**config.mk**
```make
export PLATFORM = sky130hd
export DESIGN_NAME = lbist_prpg
export DESIGN_NICKNAME = d
export VERILOG_FILES = /design/src/rtl/lbist_pkg.sv /design/src/rtl/lbist_lfsr_step.sv /design/src/rtl/lbist_prpg.sv
export SDC_FILE = /design/constraint.sdc
export NUM_CORES = 1
export LEC_CHECK = 0
export CAP_MARGIN = 20
export CORE_AREA = 5 5 102 80
export CTS_CLUSTER_DIAMETER = 60
export DETAILED_ROUTE_END_ITERATION = 12
export DIE_AREA = 0 0 107 85
export GPL_TIMING_DRIVEN = 0
export PLACE_DENSITY_LB_ADDON = 0.25
export RECOVER_POWER = 100
export SLEW_MARGIN = 15
export SYNTH_ARGS = -nofsm -noshare
export SYNTH_HDL_FRONTEND = slang
export SYNTH_SLANG_ARGS = --single-unit
```
**constraint.sdc**
```tcl
create_clock -name clk -period 2.9 [get_ports clk]
set_input_delay 0.435 -clock clk [delete_from_list [all_inputs] [get_ports clk]]
set_output_delay 0.435 -clock clk [all_outputs]
set_load 0.02 [all_outputs]
```
**src/rtl/lbist_pkg.sv**
```systemverilog
// Shared types and constants for the LBIST pattern generator / signature register.
// Default polynomials are tap masks for the left-shifting LFSR in lbist_lfsr_step.
package lbist_pkg;

    typedef enum logic [1:0] {
        ST_IDLE = 2'd0,
        ST_RUN  = 2'd1,
        ST_DONE = 2'd2
    } state_e;

    localparam logic MODE_PRPG = 1'b0;
    localparam logic MODE_MISR = 1'b1;

    // Bit i set feeds r[i] into the feedback XOR.
    localparam logic [3:0]  POLY_W4  = 4'b1100;
    localparam logic [15:0] POLY_W16 = 16'hB400;
    localparam logic [19:0] POLY_W20 = 20'h9_0000;
    localparam logic [31:0] POLY_W32 = 32'h8020_0003;

endpackage

```
**src/rtl/lbist_lfsr_step.sv**
```systemverilog
// Combinational next-value function: one LFSR shift, optionally folding in a
// response word for MISR compaction.
module lbist_lfsr_step #(
    parameter int unsigned      WIDTH = 32,
    parameter logic [WIDTH-1:0] TAPS  = WIDTH'(32'h8020_0003)
) (
    input  logic [WIDTH-1:0] r,
    input  logic [WIDTH-1:0] data_in,
    input  logic             mode,
    output logic [WIDTH-1:0] next
);
    import lbist_pkg::*;

    logic             fb;
    logic [WIDTH-1:0] step;

    always_comb begin
        fb   = ^(r & TAPS);
        step = {r[WIDTH-2:0], fb};
        next = (mode == MODE_MISR) ? (step ^ data_in) : step;
    end

endmodule

```
**src/rtl/lbist_prpg.sv**
```systemverilog
// LBIST pattern generator / MISR with IDLE-RUN-DONE sequencing and a step counter.
// All outputs are flops; status outputs are registered copies of the next state.
module lbist_prpg #(
    parameter int unsigned      WIDTH = 32,
    parameter logic [WIDTH-1:0] TAPS  = WIDTH'(32'h8020_0003),
    parameter logic [WIDTH-1:0] SEED  = WIDTH'(1),
    parameter int unsigned      CNT_W = 16
) (
    input  logic             clk,
    input  logic             rst_n,
    input  logic             mode,
    input  logic             seed_load,
    input  logic [WIDTH-1:0] seed_in,
    input  logic             start,
    input  logic [CNT_W-1:0] n_patterns,
    input  logic             abort,
    input  logic [WIDTH-1:0] data_in,
    output logic [WIDTH-1:0] dout,
    output logic             valid,
    output logic             busy,
    output logic             done
);
    import lbist_pkg::*;

    state_e             state_q, state_d;
    logic [WIDTH-1:0]   r_q, r_d;
    logic [CNT_W-1:0]   cnt_q, cnt_d;
    logic               mode_q, mode_d;
    logic               valid_q, valid_d;
    logic               busy_q, busy_d;
    logic               done_q, done_d;
    logic [WIDTH-1:0]   next_val;

    lbist_lfsr_step #(
        .WIDTH (WIDTH),
        .TAPS  (TAPS)
    ) u_step (
        .r       (r_q),
        .data_in (data_in),
        .mode    (mode_q),
        .next    (next_val)
    );

    always_comb begin
        state_d = state_q;
        r_d     = r_q;
        cnt_d   = cnt_q;
        mode_d  = mode_q;

        case (state_q)
            ST_IDLE: begin
                if (seed_load) begin
                    r_d = seed_in;
                end
                if (start) begin
                    mode_d  = mode;
                    cnt_d   = n_patterns;
                    state_d = (n_patterns == '0) ? ST_DONE : ST_RUN;
                end
            end
            ST_RUN: begin
                // Abort wins over expiry and freezes the register where it is.
                if (abort) begin
                    state_d = ST_IDLE;
                    cnt_d   = '0;
                end else begin
                    if (mode_q == MODE_PRPG && r_q == '0) begin
                        r_d = SEED;
                    end else begin
                        r_d = next_val;
                    end
                    cnt_d = cnt_q - CNT_W'(1);
                    if (cnt_q == CNT_W'(1)) begin
                        state_d = ST_DONE;
                    end
                end
            end
            ST_DONE: begin
                state_d = ST_IDLE;
            end
            default: begin
                state_d = ST_IDLE;
            end
        endcase

        valid_d = (state_d == ST_RUN);
        busy_d  = (state_d != ST_IDLE);
        done_d  = (state_d == ST_DONE);
    end

    always_ff @(posedge clk or negedge rst_n) begin
        if (!rst_n) begin
            state_q <= ST_IDLE;
            r_q     <= SEED;
            cnt_q   <= '0;
            mode_q  <= MODE_PRPG;
            valid_q <= 1'b0;
            busy_q  <= 1'b0;
            done_q  <= 1'b0;
        end else begin
            state_q <= state_d;
            r_q     <= r_d;
            cnt_q   <= cnt_d;
            mode_q  <= mode_d;
            valid_q <= valid_d;
            busy_q  <= busy_d;
            done_q  <= done_d;
        end
    end

    assign dout  = r_q;
    assign valid = valid_q;
    assign busy  = busy_q;
    assign done  = done_q;

endmodule

```
* Word-level counts from Yosys, hierarchy flattened
Cells that the tools add are included.
** Word-level totals
- Bits in registers :: 54
- Input port bits :: 86
- Output and inout bits :: 35
- Logic and storage cells :: 40
** Cells by class
- Add/sub/neg operators :: 1
- Equality and inequality tests :: 7
- Multiplexer cells :: 13
- Bitwise logic cells :: 2
- Reductions and logical operators :: 10
** Operators by type and width (number)
- 32-bit two-way mux :: 4
- 32-bit one-hot mux with 2 select lines :: 1
- 32-bit zero test :: 1
- 16-bit two-way mux :: 2
- 16-bit one-hot mux with 2 select lines :: 1
- 32-bit parity :: 1
- 32-bit XOR :: 1
- 16-bit by 1-bit equality test with 1-bit output, second input constant :: 1
- 16-bit zero test :: 1
- 16-bit by 1-bit subtractor with 16-bit output, second input constant :: 1
- 2-bit two-way mux :: 4
- 2-bit inequality test, second input constant :: 3
- 2-bit by 1-bit equality test with 1-bit output, second input constant :: 2
- 2-bit one-hot mux with 2 select lines :: 1
- 2-bit AND reduction :: 2
- 2-bit nonzero test :: 2
- 3-bit AND reduction :: 1
- 2-bit equality test, second input constant :: 1
- 2-bit zero test :: 1
- 1-bit logical AND :: 1
- 1-bit inverter :: 1

* Depth between registers and ports, before layout
Gate-level depths: netlist of run 1.
- Word-level depth :: 6
- Depth in mapped cells :: 7
- Gate-level depth less buffers :: 6

* Modules after synthesis
A second synthesis of run 1 with hierarchy kept.
** Second synthesis, totals
- Cells, all modules :: 338
- Area total of the unflattened synthesis :: 3233.1 um2
** By module, submodules not included
- lbist_prpg :: instances 1, cells an instance 269, area an instance 2778.9 um2, seq. area each 1352.5 um2
- lbist_lfsr_step :: instances 1, cells an instance 69, area an instance 454.2 um2, seq. area each 0.0 um2

* Worst setup path after synthesis of run 1
OpenSTA, ideal clock, no wires.
- Kind :: reg2reg
- Start :: register r_q[0] (netlist: dout[0])
- End :: register r_q[0] (netlist: dout[0])
- Library setup time :: 0.075 ns
- Data arrival time :: 1.544 ns
- Required time :: 2.825 ns
- Setup slack :: 1.281 ns
- Cell stages (with the launch flop) :: 7
- Buffers on the path :: 0
- Clock period less this slack :: 1.619 ns
- Cells stage by stage :: dfstp_2 inv_1 ha_1 xnor2_1 xnor2_1 xnor2_1 a2bb2oi_1
** On the way
- Longest elaborated chain between the ends :: 6
- Elaborated cells on any way between the ends :: 8
- Those cells by class :: mux: 4; bitwise: 1; reduce/logical: 3
** RTL lines
- start, declared :: line lbist_prpg.sv:26 : logic [WIDTH-1:0] r_q, r_d;
- start signal, assigned :: line lbist_prpg.sv:102 : r_q <= r_d;
- 32-bit parity :: line lbist_lfsr_step.sv:18 : fb = ^(r & TAPS);
- 32-bit XOR :: line lbist_lfsr_step.sv:20 : next = (mode == MODE_MISR) ? (step ^ data_in) : step;
- 32-bit two-way mux :: line lbist_lfsr_step.sv:20
- 32-bit two-way mux * :: line lbist_prpg.sv:67 : if (mode_q == MODE_PRPG && r_q == '0) begin
- 32-bit two-way mux * :: line lbist_prpg.sv:63 : if (abort) begin
- 32-bit one-hot mux with 2 select lines * :: line lbist_prpg.sv:50 : case (state_q)
Mark *: on every way between the ends. The rest lies on a longest branch, timed or not. The select of a mux whose other input is x is not followed.
A chain may end at the register's enable or synchronous reset.

* Final worst setup path of run 1
- Start :: register cnt_q[2]
- End :: register cnt_q[11]
** On the way
- Longest elaborated chain between the ends :: 3
** RTL lines
- start, declared :: line lbist_prpg.sv:27 : logic [CNT_W-1:0] cnt_q, cnt_d;
- start signal, assigned :: line lbist_prpg.sv:103 : cnt_q <= cnt_d;
- 16-bit by 1-bit subtractor with 16-bit output :: line lbist_prpg.sv:72 : cnt_d = cnt_q - CNT_W'(1);
- 16-bit two-way mux :: line lbist_prpg.sv:63
- 16-bit one-hot mux with 2 select lines :: line lbist_prpg.sv:50
No other way between the ends.

==> results of run 1 <==
==> per-stage QoR <==
stage | std cells | total power, mW | setup WS, ps
2_1_floorplan | 376 | 2.370 | 1281
3_3_place_gp | 583 | 3.094 | -243.3
3_5_place_dp | 583 | 3.138 | 742.5
4_1_cts | 591 | 3.576 | 965.5
5_1_grt | 591 | 3.730 | 496.3
6_report | 591 | 3.474 | 683.1
==> worst paths after layout <==
kind | start | to | slack (ps) | cells past startpoint
max | cnt_q[2] | cnt_q[11] | 680 | 5
min | rst_n | cnt_q[7] | 420 | 1
max reg2reg | cnt_q[2] | cnt_q[11] | 680 | 5
min reg2reg | dout[0] | dout[0] | 490 | 2
max in group asynchronous | rst_n | cnt_q[2] | 1680 | 1
min in group clk | dout[0] | dout[0] | 490 | 2
==> sequential cells by signal (all words and copies together), names as in the netlist <==
signal,cells
valid,1
mode_q,1
done,1
cnt_q,16
dout,32
state_q,2
busy,1
==> cells by family (layout without fill, tap and decap cells) <==
family | Yosys count | after routing | share of synthesized area [%]
XOR/XNOR | 38 | 38 | 9.885
flip-flops | 54 | 54 | 40.17
adder cells (fa/ha/maj) | 3 | 3 | 1.115
AND/OR/NAND/NOR | 135 | 135 | 20.25
buffers and inverters | 31 | 159 | 4.497
AO/OA/AOI/OAI | 84 | 84 | 14.86
multiplexers | 31 | 31 | 9.216
==> synth_stat cells (3+ instances only) <==
cell type / instances
nand2_1: 71
dfrtp_1: 53
o21ai_0: 43
xnor2_1: 35
mux2i_1: 31
nor2_1: 13
nor4_1: 12
a21oi_1: 11
buf_2: 10
clkbuf_1: 9
nand4_1: 9
inv_1: 7
nor3_1: 5
buf_4: 4
nand2b_1: 4
o21ai_1: 4
o22ai_1: 4
a22oi_1: 3
ha_1: 3
nand3_1: 3
xor2_1: 3
==> layer usage <==
metal,vias to the layer above,GRT usage (%),share of wire (%)
met1,1513,29.30,43
met4,0,7.201,2.4
met2,159,34.23,47
met5,-,0,0
li1,1585,-,-
met3,19,5.171,8.1
==> final cells by class <==
cell class,instances,share of cell area (%)
plain buffers,24,2.528
clock buffers,5,1.449
clock inverters,3,0.4477
inverters,7,0.5531
multi-input cells,291,39.08
flip-flops and latches,54,28.47
well taps,87,2.291
repair buffers,120,25.18
==> where the power goes <==
group          internal, mW  switching, mW
Sequential            0.996          0.294
Clock                 0.170          0.258
Combinational         0.847          0.908
==> reports/results.ini, run 1 <==
[worst_setup_path]
path_buf_inv = 1
arrival_ps = 2460
critPathMaxFanout = 8
critPathRequiredTime_ps = 3140
critPathKind = reg -> reg
cp_slowest_cell = nor4_1
path_delay_family = simple AND/OR/NAND/NOR gates
worstPathCellList = buf_2 > nor4_1 > nand4_1 > xor2_1 > a21oi_1
end_kind = flop
crit_path_max_incr_delay_ps = 970
critPathLaunchType = flop

[cells_and_area]
multi_input_area_um2 = 1857
syn2layout_area_growth_pct = 41.10
final_util_pct = 66.97
drive_above_1_share_pct = 5.754
register_area_um2 = 1353
diodes = 0
design_area_um2 = 4751
fill_cells = 571
layout_commonest_cell = clkdlybuf4s50_1
finalNetCount = 592
layout_common_cells = clkdlybuf4s50_1, nand2_1, dfrtp_1

[global_route]
grt_max_degree = 55
antenna_found_initial = 0
grt_pass1_vias = 3263
grt_usage_pct = 21.65
grt_pass1_wl_um = 15970
grt-ovfl-total = 0

[floorplan]
dieArea_um2 = 9095
fp.dieH_um = 85
die_x_um = 107
coreArea_um2 = 7094
floorplan.rows = 27
start_util_pct = 47.46
ios = 121

[sta]
rsz0062_at_grt = no
fin_crit_sh_pct = 76.45
finalMaxSlewViolations = 0
fin_skew_ps = 2.666
period_needed_ps = 2217
max_slew_margin_pct = 10.75
final.setup.tns_ps = 0
finalHoldViolations = 0
fmax_mhz = 451.1
setup_viol = 0
fin_hold_ws_ps = 416.1
tightestPinTransition_ps = 1339

[synth]
synth_area_leader_cell = dfrtp_1
ys_ff_latch = 54
yosys.area.top_type_share_pct = 39.39
syn_nets = 465
synthArstFlopShare_pct = 100.0
synth_edf_count = 0
syn_inst = 376
seq_area_frac_synth_pct = 40.17
synth_ff_type = dfrtp_1
syn_area_um2 = 3367
syn-mean-instance-area_um2 = 8.955
ys_top_cells_by_area = dfrtp_1, mux2i_1, xnor2_1
ys_warn_count = 0
ys_types = 51

[power_and_ir_drop]
ir_drop_v = 0.0003978
leakagePower_nw = 1.975
power_density_nw_per_um2 = 731.3

[cts]
cts_tree = done
cts_sinks = 54
cts.repair.resized = 0
clock_tree.root_cell = clkbuf_8
cts_made_buffers = 5
post_cts_buffers = 0
clock_latency_ps = 310
path_clk_slew_ps = 100
htreeDepth = 2
clk_path_buf_depth = 2
cts_hold_buf = 0

[placed_design]
port_buffers = 120
place.gp.congestion = 0.9287
placed_area_um2 = 4674
dp_hpwl_um = 7614

[drt]
detail_route.wl_per_cell_um = 16.44
drtIter0Drc = 321
num_vias = 3276
drt-total-wl_um = 9718
drc = 0
avgViaCountPerCell = 5.543
ant_nets = 0
dr.pass1.iters = 5

[hold_path]
hp-class = in -> async

[outcome]
run_status = complete, no violations

[flow_run]
cap_violations = 0

(Power assumes the default switching activity.)
==> run 2: changes to the inputs <==
- CORE_AREA: 5 5 102 80 -> 5 5 106 83
- DIE_AREA: 0 0 107 85 -> 0 0 111 88
- clock period: 2.9 -> 2.1 ns (I/O delays scaled with it)
==> run 2 against run 1 <==
Against the previous run:
- sequential cell count unchanged
- final cell count increased by 3.0%
- non-clock buffer count unchanged
- global-route usage decreased by 0.99 points
- register-to-register slack got worse by 500 ps
- largest cell class unchanged
==> reports/results.ini, run 2 (synthesized netlist as in run 1, its figures left out) <==
[cts]
clock_latency_ps = 300
clk_path_buf_depth = 2
post_cts_buffers = 0
clock_tree.root_cell = clkbuf_8
path_clk_slew_ps = 90
htreeDepth = 2
cts_made_buffers = 5
cts_tree = done
cts_hold_buf = 0
cts_sinks = 54
cts.repair.resized = 0

[global_route]
grt_usage_pct = 20.66
grt-busiest-layer = met2
grt-ovfl-total = 0
grt_pass1_vias = 3241
grt_max_degree = 55
antenna_found_initial = 0
grt_pass1_wl_um = 16460
met3_usage_pct = 5.249
use_met1_pct = 28.69
met2_usage_pct = 33.09

[power_and_ir_drop]
leakagePower_nw = 1.983
power_density_nw_per_um2 = 1008
ir_drop_v = 0.0005745

[sta]
rsz0062_at_grt = no
fmax_mhz = 517.7
setup_viol = 0
finalHoldViolations = 0
fin_hold_ws_ps = 306.7
period_needed_ps = 1932
fin_skew_ps = 5.881
fin_crit_sh_pct = 91.98
tightestPinTransition_ps = 1331
finalMaxSlewViolations = 0
final.setup.tns_ps = 0
max_slew_margin_pct = 11.27

[worst_setup_path]
critPathLaunchType = input pin
r2r-start = cnt_q[0]
cp-startpoint = abort
critPathMaxFanout = 10
critPathKind = in -> reg
arrival_ps = 2140
critPathRequiredTime_ps = 2310
reg2reg_to = cnt_q[4]
reg2reg_depth = 5
reg2reg_slack_ps = 180
end_kind = flop

[floorplan]
coreArea_um2 = 7672
floorplan.rows = 28
die_x_um = 111
ios = 121
start_util_pct = 43.88
fp.dieH_um = 88
dieArea_um2 = 9768

[drt]
num_vias = 3278
detail_route.wl_per_cell_um = 16.31
avgViaCountPerCell = 5.383
drt-total-wl_um = 9931
dr.pass1.iters = 5
drc = 0
ant_nets = 0
drtIter0Drc = 208

[cells_and_area]
register_area_um2 = 1353
diodes = 0
multi_input_area_um2 = 1851
finalNetCount = 592
final_util_pct = 62.10
syn2layout_area_growth_pct = 41.51
largest_reg_flops = 32
fill_cells = 663
drive_above_1_share_pct = 5.952
layout_common_cells = clkdlybuf4s50_1, nand2_1, dfrtp_1
layout_commonest_cell = clkdlybuf4s50_1

[placed_design]
place.gp.congestion = 0.9335
dp_hpwl_um = 7715
port_buffers = 120

[hold_path]
hp-class = in -> async

[flow_run]
cap_violations = 0

[outcome]
run_status = complete, no violations

[run 2: final cells by class]
class,count,share of cell area (%)
well taps,105,2.757
clock buffers,8,1.891
repair buffers,120,25.11
inverters,7,0.5515
plain buffers,24,2.468
flip-flops and latches,54,28.39
multi-input cells,291,38.84
[run 2: metrics by stage]
stage / std cells / power, mW / instance area [um^2] / worst slack [ps]
3_5_place_dp: 601 / 4.348 / 4697 / 62.93
4_1_cts: 609 / 4.955 / 4787 / 198.1
2_1_floorplan: 376 / 3.273 / 3367 / 480.9
6_report: 609 / 4.804 / 4765 / 168.5
3_3_place_gp: 601 / 4.292 / 4700 / -984.0
5_1_grt: 609 / 5.175 / 4765 / 33.76
[run 2: worst max-delay path by stage]
stage	to	slack (ps)	cells past startpoint
3_3_place_gp	dout[9]	-980	1
6_report	cnt_q[5]	170	6
4_1_cts	cnt_q[4]	200	5
2_1_floorplan	dout[0]	480	6
3_5_place_dp	dout[17]	60	6
5_1_grt	cnt_q[5]	30	6
[run 2: power by group]
group | switching, mW | leakage (nW) | internal [mW]
Combinational | 1.25 | 1.27 | 1.17
Clock | 0.321 | 0.0455 | 0.270
Sequential | 0.415 | 0.672 | 1.38
Total | 1.99 | 1.98 | 2.82
[run 2: routing by layer]
layer / wire length, um / vias up
li1: - / 1587
met1: 4374 / 1544
met3: 774 / 11
met5: 0 / -
met2: 4685 / 136
met4: 97 / 0
[run 2: worst max-delay path, cell delays in order]
cell           delay (ps)
dlygate4sd3_1         610
or3b_1                360
clkbuf_1              250
buf_4                 260
o21ai_0               180
o2bb2ai_1             160
